--- config.mk ---
export PLATFORM = sky130hd
export DESIGN_NAME = fifo_ctrl_flat
export DESIGN_NICKNAME = d
export VERILOG_FILES = /design/src/rtl/fifo_ctrl_pkg.sv /design/src/rtl/fifo_ctrl_if.sv /design/src/rtl/fifo_ctrl_ptr_counter.sv /design/src/rtl/fifo_ctrl.sv /design/src/flat_wrapper.sv
export SDC_FILE = /design/constraint.sdc
export NUM_CORES = 1
export LEC_CHECK = 0
export CORE_AREA = 2 2 39 41
export DETAILED_ROUTE_END_ITERATION = 6
export DIE_AREA = 0 0 41 43
export HOLD_SLACK_MARGIN = 0.12
export PLACE_DENSITY = 0.71
export RECOVER_POWER = 25
export SYNTH_ARGS = -nofsm -noshare
export SYNTH_HDL_FRONTEND = slang
export SYNTH_SLANG_ARGS = --single-unit
--- constraint.sdc ---
create_clock -name CLK -period 2.1 [get_ports CLK]
set_input_delay 0.42 -clock CLK [delete_from_list [all_inputs] [get_ports CLK]]
set_output_delay 0.42 -clock CLK [all_outputs]
set_load 0.05 [all_outputs]
--- src/rtl/fifo_ctrl_pkg.sv ---
// Shared constants and types for the FIFO controller and its register file.
package fifo_ctrl_pkg;

  // Default address width; depth is 2**FIFO_N entries.
  localparam int FIFO_N = 2;

  // Data width of the register file sitting downstream of the controller.
  localparam int BITS = 4;

  // Qualified operation in a given cycle, encoded as {do_wr, do_rd}.
  typedef enum logic [1:0] {
    OP_IDLE = 2'b00,
    OP_POP  = 2'b01,
    OP_PUSH = 2'b10,
    OP_BOTH = 2'b11
  } op_e;

  // Number of entries for a given address width.
  function automatic int fifo_depth(input int n);
    return 1 << n;
  endfunction

endpackage

--- src/rtl/fifo_ctrl_if.sv ---
// Request/status bundle between a FIFO user (master) and the controller (slave).
interface fifo_ctrl_if
  import fifo_ctrl_pkg::*;
#(
  parameter int N = FIFO_N
) ();

  logic         wr;
  logic         rd;
  logic         err_clr;
  logic [N-1:0] address_w;
  logic [N-1:0] address_r;
  logic         WE;
  logic         full;
  logic         empty;
  logic         almost_full;
  logic         almost_empty;
  logic [N:0]   count;
  logic         overflow;
  logic         underflow;

  modport master (
    output wr, rd, err_clr,
    input  address_w, address_r, WE, full, empty, almost_full, almost_empty,
           count, overflow, underflow
  );

  modport slave (
    input  wr, rd, err_clr,
    output address_w, address_r, WE, full, empty, almost_full, almost_empty,
           count, overflow, underflow
  );

endinterface

--- src/rtl/fifo_ctrl_ptr_counter.sv ---
// N-bit wrapping pointer with async reset and increment enable.
module ptr_counter #(
  parameter int N = 2
) (
  input  logic         CLK,
  input  logic         RESET,
  input  logic         en,
  output logic [N-1:0] value
);

  // Advance by one when enabled; natural N-bit overflow gives the wrap.
  always_ff @(posedge CLK or posedge RESET) begin
    if (RESET) begin
      value <= '0;
    end else if (en) begin
      value <= value + N'(1);
    end
  end

endmodule

--- src/rtl/fifo_ctrl.sv ---
// Circular-FIFO control for a 2**N x BITS register file: pointers, occupancy,
// status flags and sticky error flags. Read data stays in the register file.
module fifo_ctrl
  import fifo_ctrl_pkg::*;
#(
  parameter int N        = FIFO_N,
  parameter int AF_LEVEL = (2 ** N) - 1,
  parameter int AE_LEVEL = 1
) (
  input  logic       CLK,
  input  logic       RESET,
  fifo_ctrl_if.slave bus
);

  localparam int         DEPTH   = fifo_depth(N);
  localparam logic [N:0] DEPTH_C = (N+1)'(DEPTH);
  localparam logic [N:0] AF_C    = (N+1)'(AF_LEVEL);
  localparam logic [N:0] AE_C    = (N+1)'(AE_LEVEL);

  logic [N-1:0] wptr;
  logic [N-1:0] rptr;
  logic [N:0]   count;
  logic         overflow;
  logic         underflow;
  logic         full;
  logic         empty;
  logic         do_wr;
  logic         do_rd;
  logic         ov_evt;
  logic         un_evt;
  op_e          op;

  assign full  = (count == DEPTH_C);
  assign empty = (count == '0);

  // A push into a full FIFO is allowed when a pop frees the head slot in the
  // same cycle; the head is read before the edge and overwritten at it.
  assign do_wr  = bus.wr & (~full | bus.rd);
  assign do_rd  = bus.rd & ~empty;
  assign ov_evt = bus.wr & ~do_wr;
  assign un_evt = bus.rd & ~do_rd;
  assign op     = op_e'({do_wr, do_rd});

  ptr_counter #(.N(N)) u_wptr (
    .CLK   (CLK),
    .RESET (RESET),
    .en    (do_wr),
    .value (wptr)
  );

  ptr_counter #(.N(N)) u_rptr (
    .CLK   (CLK),
    .RESET (RESET),
    .en    (do_rd),
    .value (rptr)
  );

  // Occupancy tracks accepted pushes minus accepted pops; never leaves 0..DEPTH.
  always_ff @(posedge CLK or posedge RESET) begin
    if (RESET) begin
      count <= '0;
    end else begin
      case (op)
        OP_PUSH: count <= count + (N+1)'(1);
        OP_POP:  count <= count - (N+1)'(1);
        default: count <= count;
      endcase
    end
  end

  // Sticky error flags: a new dropped request outranks a simultaneous clear.
  always_ff @(posedge CLK or posedge RESET) begin
    if (RESET) begin
      overflow  <= 1'b0;
      underflow <= 1'b0;
    end else begin
      overflow  <= ov_evt | (overflow  & ~bus.err_clr);
      underflow <= un_evt | (underflow & ~bus.err_clr);
    end
  end

  assign bus.address_w    = wptr;
  assign bus.address_r    = rptr;
  assign bus.WE           = do_wr & ~RESET;
  assign bus.full         = full;
  assign bus.empty        = empty;
  assign bus.almost_full  = (count >= AF_C);
  assign bus.almost_empty = (count <= AE_C);
  assign bus.count        = count;
  assign bus.overflow     = overflow;
  assign bus.underflow    = underflow;

endmodule

--- src/flat_wrapper.sv ---
// flat-port wrapper written by rule: the top's interface ports become plain ports
module fifo_ctrl_flat import fifo_ctrl_pkg::*;
#(
  parameter int N        = FIFO_N,
  parameter int AF_LEVEL = (2 ** N) - 1,
  parameter int AE_LEVEL = 1
)
  (CLK, RESET, bus_wr, bus_rd, bus_err_clr, bus_address_w, bus_address_r, bus_WE, bus_full, bus_empty, bus_almost_full, bus_almost_empty, bus_count, bus_overflow, bus_underflow);
  fifo_ctrl_if #(.N(N)) bus_i ();
  input  logic CLK;
  input  logic RESET;
  input wire logic [$bits(bus_i.wr)-1:0] bus_wr;
  input wire logic [$bits(bus_i.rd)-1:0] bus_rd;
  input wire logic [$bits(bus_i.err_clr)-1:0] bus_err_clr;
  output wire logic [$bits(bus_i.address_w)-1:0] bus_address_w;
  output wire logic [$bits(bus_i.address_r)-1:0] bus_address_r;
  output wire logic [$bits(bus_i.WE)-1:0] bus_WE;
  output wire logic [$bits(bus_i.full)-1:0] bus_full;
  output wire logic [$bits(bus_i.empty)-1:0] bus_empty;
  output wire logic [$bits(bus_i.almost_full)-1:0] bus_almost_full;
  output wire logic [$bits(bus_i.almost_empty)-1:0] bus_almost_empty;
  output wire logic [$bits(bus_i.count)-1:0] bus_count;
  output wire logic [$bits(bus_i.overflow)-1:0] bus_overflow;
  output wire logic [$bits(bus_i.underflow)-1:0] bus_underflow;
  assign bus_i.wr = bus_wr;
  assign bus_i.rd = bus_rd;
  assign bus_i.err_clr = bus_err_clr;
  assign bus_address_w = bus_i.address_w;
  assign bus_address_r = bus_i.address_r;
  assign bus_WE = bus_i.WE;
  assign bus_full = bus_i.full;
  assign bus_empty = bus_i.empty;
  assign bus_almost_full = bus_i.almost_full;
  assign bus_almost_empty = bus_i.almost_empty;
  assign bus_count = bus_i.count;
  assign bus_overflow = bus_i.overflow;
  assign bus_underflow = bus_i.underflow;
  fifo_ctrl #(.N(N), .AF_LEVEL(AF_LEVEL), .AE_LEVEL(AE_LEVEL)) u_core (.CLK(CLK), .RESET(RESET), .bus(bus_i));
endmodule
==> flow_summary.json <==
{
  "port_buffers": 18,
  "worst-setup-path-type": "register to output port",
  "detail_route.wl_per_cell_um": 10.9,
  "maxCapViolations": 0,
  "synth_top_area_share_pct": 44.0,
  "crit_family": "flip-flops",
  "finalHoldViolCount": 0,
  "first_global_vias": 336,
  "crit_chain": "inv_1 > ha_2 > nand3b_1 > nand2_1 > nor2_2 > buf_12",
  "ys_seq_elements": 9,
  "clock.fmax_mhz": 500,
  "dp_slack_ns": 0.152,
  "die_area_um2": 1760,
  "drive_gt1_share_pct": 22.7,
  "cp-start-kind": "register",
  "grt_usage_pct": 13.5,
  "netlist_area_um2": 512,
  "synth_adder_area_share_pct": 14.7,
  "grt_overflow": 0,
  "rr_startpoint": "u_core.bus.count[1]$_DFFE_PP0P_",
  "hold_start": "u_core.u_rptr.value[1]$_DFFE_PP0P_",
  "whs_ns": 0.470,
  "die_x_um": 41,
  "tightest_slew_ns": 0.500,
  "fin_ws_ns": 0.0996,
  "core_um2": 1380,
  "critical_path_buf_inv_count": 2,
  "root_buffer": "clkbuf_4",
  "clk_latency_ns": 0.26,
  "totalWireLength_um": 995,
  "cpPeakStageDelay_ns": 0.41,
  "cts-htree-levels": 1,
  "cp.arrival_ns": 1.58,
  "synth_largest_area_cell": "dfrtp_1",
  "rows": 14,
  "synth_xor_area_share_pct": 11.7,
  "synthDistinctLibCells": 16,
  "rr_endpoint": "u_core.bus.count[2]$_DFFE_PP0P_",
  "ctsLongestPathBuffers": 2,
  "synth-simple-area-share_pct": 14.4,
  "cts.sinks": 9,
  "cts_hold_buf": 0,
  "min_period_over_period_pct": 95.3,
  "r2r_cells": 8,
  "synth_seq_area_share_pct": 44.0,
  "dr.pass1.iters": 2,
  "cts_tree": "done",
  "regToRegSetupSlack_ns": 0.32,
  "drtIter0Drc": 2,
  "finalSetupViolCount": 0,
  "worstSetupStartpoint": "u_core.bus.count[1]$_DFFE_PP0P_",
  "required_ns": 1.68,
  "dp_hpwl_um": 754,
  "syn_inst": 51,
  "viasPerCell": 4.57,
  "die-height_um": 43,
  "period_minus_slack_ns": 2.00,
  "finalWeightedCongestion": 0.775,
  "drc": 0,
  "grt_max_degree": 10,
  "hold_class": "register to register",
  "muxShareOfSynthArea_pct": 0,
  "end_kind": "output port",
  "antenna_found_initial": 0,
  "area_growth_pct": 58.2,
  "hold_depth": 1,
  "final_nets": 87,
  "grt_pass1_wl_um": 1480,
  "vias": 416,
  "ant_nets": 0,
  "cp_max_fo": 5,
  "synth_top_family_by_area": "adder cells",
  "fillers": 129,
  "clkTransAtPathRegs_ns": 0.06,
  "cts_buffers": 3,
  "yosysWarnings": 0,
  "status": "finished, final reports clean",
  "clock_skew_ns": 0.00201,
  "synth.avg_cell_area_um2": 10.0,
  "crit_slowest_cell": "dfrtp_1",
  "synth.area.top_cells": "dfrtp_1 44%, ha_1 15%, xnor2_1 8.6%",
  "synthesis.nets": 62,
  "maxSlewViolCount": 0,
  "synth_compound_area_share_pct": 8.56,
  "n_antenna_cell": 0,
  "start_util_pct": 37.0,
  "slew_headroom_pct": 66.6,
  "io_pins": 19,
  "whs_endpoint": "u_core.u_rptr.value[1]$_DFFE_PP0P_"
}
-- worst reg2reg max path, delay by kind of cell (launching register included) --
kind | cells | cell delay [ns]
flops | 1 | 0.41
simple gates | 3 | 0.35
buf+inv | 1 | 0.15
compound gates | 2 | 0.25
fa+ha+maj | 2 | 0.50
-- Yosys cell counts (all sizes together) --
master  n
a31oi   1
o21ai   3
and2    2
nand3b  1
ha      6
inv     9
nor2    4
nand2   3
a21oi   2
nand3   2
dfrtp   9
nand2b  1
o22ai   2
xor2    1
xnor2   5
-- state kept, by name, indices dropped and copies added, names as in the netlist --
register	flops
u_core.u_rptr.value	2
u_core.bus.underflow	1
u_core.u_wptr.value	2
u_core.bus.count	3
u_core.bus.overflow	1
-- repair_timing --
action	in CTS	in global routing
pin swaps	0	1
hold endpoints to repair	0	0
setup buffers	0	2
endpoints found under the setup margin	1	1
resized for setup	1	1
-- routing by layer --
layer  up-vias  track usage [%]  wire length [um]
li1        211                -                 -
met1       188             17.1               450
met2        13             16.3               463
met3         4             7.85                57
met4         0             10.0                24
met5         -                0                 0
-- stage by stage --
step	utilization [%]	instances	setup TNS, ns	area, um^2
after global placement	55.2	85	0	764
after floorplan	-	51	-0.120	514
after CTS	57.2	89	0	792
after global routing	58.5	91	-0.00820	810
final	58.5	91	0	810
after detailed placement	55.2	85	0	764
-- cell usage in the layout, fill, tap and decap left out, drive strengths merged --
cell type and count:
a21oi 2, nor2 4, xor2 1, ha 6, a31oi 1, nand3b 1, o21ai 3, nand2b 1
and2 2, clkdlybuf4s50 12, nand2 3, buf 7, clkbuf 4, nand3 2, inv 9, dlygate4sd3 1
xnor2 5, dfrtp 9, o22ai 2
-- kinds of logic after synthesis --
family,count (synthesis)
xor+xnor,6
compound gates,8
flops,9
fa+ha+maj,6
simple gates,13
buf+inv,9
-- cell type report --
type | count | area, um^2 | area share, %
Clock buffer | 4 | 26.3 | 3.25
Inverter | 9 | 33.8 | 4.17
Multi-Input combinational cell | 33 | 258 | 31.8
Sequential cell | 9 | 226 | 28.0
Tap cell | 16 | 20.0 | 2.47
Timing Repair Buffer | 20 | 245 | 30.3
-- how the worst max path moves through the flow --
stage | to | cells past startpoint
after global placement | bus_WE | 5
after global routing | bus_WE | 6
after detailed placement | u_core.bus.count[2]$_DFFE_PP0P_ | 6
after CTS | bus_WE | 6
final | bus_WE | 6
after floorplan | bus_WE | 5
Power is left out: the tool's default activity adds up to more than one toggle a clock period on the data nets, which glitch-free logic cannot reach.
